### src/rtl/sram_rd_arbiter.sv
// Two-port read arbiter for the input SRAM: same-cycle grant, registered address, tag pipe for returns.
// Define ARB_FIXED_PRIO_EN for fixed priority to port 0; default is round-robin.
module sram_rd_arbiter #(
  parameter int ADDR_W = 12,
  parameter int DATA_W = 16,
  parameter int RD_LAT = 2
) (
  input  logic              clk,
  input  logic              reset,
  input  logic              req0,
  input  logic [ADDR_W-1:0] addr0,
  output logic              gnt0,
  input  logic              req1,
  input  logic [ADDR_W-1:0] addr1,
  output logic              gnt1,
  output logic [ADDR_W-1:0] sram_rd_addr,
  input  logic [DATA_W-1:0] sram_rd_data,
  output logic [DATA_W-1:0] rdata,
  output logic              rvalid0,
  output logic              rvalid1,
  output logic              busy
);

  // Stage k holds the tag of the read granted k+1 cycles ago; the top stage is the returning word.
  logic [RD_LAT-1:0] tag_v;
  logic [RD_LAT-1:0] tag_id;

`ifndef ARB_FIXED_PRIO_EN
  logic last_gnt;
`endif

  always_comb begin
    gnt0 = 1'b0;
    gnt1 = 1'b0;
    if (!reset) begin
      if (req0 && req1) begin
`ifdef ARB_FIXED_PRIO_EN
        gnt0 = 1'b1;
`else
        // Grant whichever port was not served last.
        gnt0 = last_gnt;
        gnt1 = !last_gnt;
`endif
      end else begin
        gnt0 = req0;
        gnt1 = req1;
      end
    end
  end

  always_ff @(posedge clk) begin
    if (reset) begin
      sram_rd_addr <= '0;
      tag_v        <= '0;
      tag_id       <= '0;
    end else begin
      if (gnt0) begin
        sram_rd_addr <= addr0;
      end else if (gnt1) begin
        sram_rd_addr <= addr1;
      end
      tag_v  <= {tag_v[RD_LAT-2:0], gnt0 | gnt1};
      tag_id <= {tag_id[RD_LAT-2:0], gnt1};
    end
  end

`ifndef ARB_FIXED_PRIO_EN
  always_ff @(posedge clk) begin
    if (reset) begin
      last_gnt <= 1'b1;
    end else if (gnt0 || gnt1) begin
      last_gnt <= gnt1;
    end
  end
`endif

  assign rdata   = sram_rd_data;
  assign rvalid0 = !reset && tag_v[RD_LAT-1] && !tag_id[RD_LAT-1];
  assign rvalid1 = !reset && tag_v[RD_LAT-1] &&  tag_id[RD_LAT-1];
  assign busy    = !reset && (req0 || req1 || (|tag_v));

endmodule
### config.mk
export PLATFORM = sky130hd
export DESIGN_NAME = sram_rd_arbiter
export DESIGN_NICKNAME = d
export VERILOG_FILES = /design/src/rtl/sram_rd_arbiter.sv
export SDC_FILE = /design/constraint.sdc
export NUM_CORES = 1
export LEC_CHECK = 0
export CAP_MARGIN = 15
export CORE_AREA = 8 8 51 84
export CTS_BUF_LIST = sky130_fd_sc_hd__clkbuf_2
export DETAILED_ROUTE_END_ITERATION = 8
export DIE_AREA = 0 0 59 92
export PLACE_DENSITY = 0.8
export REMOVE_ABC_BUFFERS = 1
export SYNTH_ARGS = -nofsm -noshare
export SYNTH_HDL_FRONTEND = slang
export SYNTH_SLANG_ARGS = --single-unit
### constraint.sdc
create_clock -name clk -period 1.41 [get_ports clk]
set_input_delay 0.423 -clock clk [delete_from_list [all_inputs] [get_ports clk]]
set_output_delay 0.423 -clock clk [all_outputs]
set_load 0.01 [all_outputs]
After elaboration in Yosys (flattened, before gate mapping)
Index checks and enable logic that the tools add are counted.
{ "word_totals": {"input_bits": 44, "elab_cells": 24, "out_inout_bits": 33, "register_bits": 17} }
{ "classes": {"n_reduce_logical": 13, "n_mux": 6, "bitwise_logic": 1} }
{ "ops": {"columns": ["op", "n"], "rows": [
  ["12-bit 2-to-1 mux", 2],
  ["1-bit logical AND", 5],
  ["1-bit 2-to-1 mux", 4],
  ["1-bit zero test", 3],
  ["1-bit logical OR", 3],
  ["2-bit nonzero test", 1],
  ["2-bit OR reduction", 1],
  ["1-bit OR", 1]
]} }

Longest topological paths before layout
{ "logic_depth": {"depth_word": 5, "depth_mapped": 5, "ltp_nobuf": 3} }

Worst setup path before layout
OpenSTA, ideal clock, no wires.
{ "synth_timing": {"path_type": "in2out", "start": "input reset", "end": "output rvalid0", "path_slack_ps": -113, "required_ps": 987, "arrival_ps": 1100, "n_path_buf": 2, "cell_stages": 3, "path_cell_list": "buf_2 -> clkbuf_1 -> nor3b_1"} }
{ "synth_between": {"elab_chain_len": 3} }
{ "synth_rtl": {"columns": ["item", "line_no", "text"], "rows": [
  ["from (decl)", "9", "input logic reset,"],
  ["1-bit zero test", "78", "assign rvalid0 = !reset && tag_v[RD_LAT-1] && !tag_id[RD_LAT-1];"],
  ["1-bit logical AND (2 in series)", "78", null],
  ["to (decl)", "19", "output logic rvalid0,"]
]} }
No other way between the ends.

Worst setup path after layout
{ "layout_timing": {"start": "register last_gnt", "end": "output gnt0"} }
{ "layout_between": {"elab_chain_len": 2} }
{ "layout_rtl": {"columns": ["item", "line_no", "text"], "rows": [
  ["from (decl)", "29", "logic last_gnt;"],
  ["from (signal assigned)", "72", "last_gnt <= gnt1;"],
  ["1-bit 2-to-1 mux", "36", "if (req0 && req1) begin"],
  ["1-bit 2-to-1 mux", "35", "if (!reset) begin"],
  ["to (decl)", "12", "output logic gnt0,"]
]} }
No other way between the ends.

==> flow_metrics.env <==
export IMPL_start_util_pct=27.9
export IMPL_violations="negative setup slack"
export IMPL_track_usage_pct=11.3
export IMPL_ys_seq_area_share_pct=39.2
export IMPL_yosysUniqueCellTypes=19
export IMPL_cts_made_buffers=3
export IMPL_cp_required_ns=0.99
export IMPL_ant_nets=0
export IMPL_pwr_share_seq_pct=52.0
export IMPL_grtUsageMet2_pct=19.0
export IMPL_grt_pass1_wl_um=4750
export IMPL_gr_total_overflow=0
export IMPL_via_count=847
export IMPL_multi_input_area_um2=332
export IMPL_hold_violations=0
export IMPL_die_h_um=92
export IMPL_fin_worst_skew_ns=0.00444
export IMPL_antenna_found_initial=0
export IMPL_wl_per_cell_um=17.8
export IMPL_power_mw=1.04
export IMPL_synth_mux_area_share_pct=0
export IMPL_rsz0062_at_grt="true"
export IMPL_fp_dieW_um=59
export IMPL_grtUsageMet3_pct=7.97
export IMPL_rows=27
export IMPL_path_clk_slew_ns=0.17
export IMPL_p_int_mw=0.755
export IMPL_yosysTopAreaCell="dfxtp_1"
export IMPL_port_buffers=44
export IMPL_antenna_cells=0
export IMPL_clock_root_buffer="clkbuf_2"
export IMPL_critPathLaunchType="flop"
export IMPL_status="finished with violations"
export IMPL_yosys_register_bits=17
export IMPL_critPathKind="reg2out"
export IMPL_irDropWorstVdd_mv=0.476
export IMPL_ctsHoldBuffers=0
export IMPL_max_slew_margin_pct=66.7
export IMPL_hold_path_class="in2reg"
export IMPL_grt_start_max_net_pins=13
export IMPL_worst_slack_ns=-0.0471
export IMPL_clockPowerShare_pct=22.1
export IMPL_clock_fmax_mhz=686
export IMPL_regArea_um2=357
export IMPL_initialDrtViolationCount=7
export IMPL_fin_crit_ns=1.46
export IMPL_synth_avg_cell_area_um2=9.34
export IMPL_grt_use_met1_pct=10.3
export IMPL_cts_sinks=17
export IMPL_fin_crit_sh_pct=103
export IMPL_layout_nets=175
export IMPL_synth_xor_area_share_pct=0
export IMPL_design_area_um2=1310
export IMPL_critPathArrivalTime_ns=1.03
export IMPL_num_io_pins=77
export IMPL_place_hpwl_um=2440
export IMPL_htreeDepth=1
export IMPL_rrSetupSlack_ns=0.15
export IMPL_busiest_layer="met2"
export IMPL_first_global_vias=994
export IMPL_synth_compound_area_share_pct=29.1
export IMPL_placed_area_um2=1290
export IMPL_tritoncts="yes"
export IMPL_clk_path_buf_depth=2
export IMPL_ys_top_cells_by_area="dfxtp_1 39%, a221o_1 14%, buf_4 14%"
export IMPL_syn_area_um2=868
export IMPL_vias_per_cell=4.90
export IMPL_switching_share_pct=27.3
export IMPL_final_max_slew_violation_count=0
export IMPL_die_area_um2=5430
export IMPL_drive_above_1_share_pct=33.8
export IMPL_yosys_area_share_simple_pct=7.49
export IMPL_p_per_area_nw_per_um2=795
export IMPL_path_max_fanout=4
export IMPL_leakage_nw=0.578
export IMPL_synth_top_family_by_area="compound AO/OA/AOI/OAI gates"
export IMPL_drv_cap=0
export IMPL_drt_pass1_iterations=3
export IMPL_wl_um=3080
export IMPL_syn_inst=93
export IMPL_area_delta_synth_final_pct=50.6
export IMPL_synthAdderAreaFrac_pct=0
export IMPL_critPathCaptureType="primary output"
export IMPL_timing_final_setup_violations=2
export IMPL_fillers=336
export IMPL_ys_warn_count=0
export IMPL_drc_errors=0
export IMPL_yosysTopAreaCellShare_pct=39.2
export IMPL_clkLatencyLatePin_ns=0.29
export IMPL_comb_power_share_pct=25.9
export IMPL_switchingPower_mw=0.284
export IMPL_gp_congestion=0.710
export IMPL_worstMarginPinSlew_ns=0.486
export IMPL_core_um2=3110
## path summary, 6_finish.rpt
check	startpoint	end	cells after the start
min	reset	tag_v[1]	2
min reg2reg	tag_id[0]	tag_id[1]	1
max	last_gnt	gnt0	2
max reg2reg	last_gnt	sram_rd_addr[0]	3
## through the flow
| step | hold slack (ns) | TNS (ns) | setup slack (ns) | util [%] | std cells |
|---|---|---|---|---|---|
| floorplan | 0.414 | -0.258 | -0.0215 | - | 70 |
| global placement | 0.419 | -10.06 | -0.810 | 41.4 | 168 |
| detailed placement | 0.441 | -10.33 | -0.798 | 41.4 | 168 |
| CTS | 0.319 | -0.164 | -0.0842 | 41.6 | 173 |
| global route | 0.320 | -0.369 | -0.120 | 42.1 | 173 |
| finish | 0.344 | -0.0912 | -0.0471 | 42.1 | 173 |
## cell usage after synthesis, drive strengths merged
library cell	instances
buf	20
dfxtp	17
inv	14
a2111oi	12
a221o	12
and3	3
clkbuf	3
nor2	3
nand2	2
nor2b	2
a21oi	1
nor3	1
nor3b	1
o211a	1
o21ai	1
## cells in the final DEF, fill, tap and decap left out, types with 2 or more instances in the layout
master           netlist  routed
clkdlybuf4s50_1        0      24
inv_1                 12      12
a2111oi_0             12      12
a221o_1               12      12
buf_4                 16      12
dfxtp_2                0      10
clkdlybuf4s15_1        0       7
buf_2                  3       6
dfxtp_1               17       6
clkbuf_2               0       5
dlygate4sd2_1          0       4
inv_2                  2       2
nor2_1                 3       2
nor2b_1                2       2
buf_6                  1       2
## kinds of logic (layout without fill, tap and decap cells)
logic type | Yosys count | count (layout)
flip-flops | 17 | 17
AND/OR/NAND/NOR | 12 | 12
buffers and inverters | 37 | 74
AO/OA/AOI/OAI | 27 | 27
## final cells by class
class / instances / share of cell area [%]
clock buffers: 4 / 1.53
inverters: 14 / 4.02
multi-input cells: 39 / 25.4
flip-flops and latches: 17 / 27.3
well taps: 43 / 4.11
repair buffers: 56 / 37.7
## power by group through the flow
stage,combinational (mW),sequential (mW),clock (mW)
after floorplan,0.0669,0.561,0
after global placement,0.281,0.546,0
after detailed placement,0.288,0.547,0
after CTS,0.270,0.538,0.246
after global routing,0.291,0.546,0.264
final,0.269,0.541,0.229
## routing by layer
layer | wire, µm | part of all wire (%)
met5 | 0 | 0
met4 | 27 | 0.88
met3 | 393 | 13
met2 | 1620 | 52
met1 | 1040 | 34
## repair_timing
item / in CTS / in global routing
resized for setup: 55 / 16
buffers inserted: 1 / 0
setup endpoints to repair: 29 / 17
pin swaps: 2 / 1
## critical path, stage by stage (launching register included)
cell	delay (ns)
dfxtp_4	0.39
o211a_4	0.23
buf_6	0.12
## registers in the layout (all words and copies together), names as in the netlist
signal        cells
tag_id            2
last_gnt          1
sram_rd_addr     12
tag_v             2
Power figures use the tool's default switching activity.
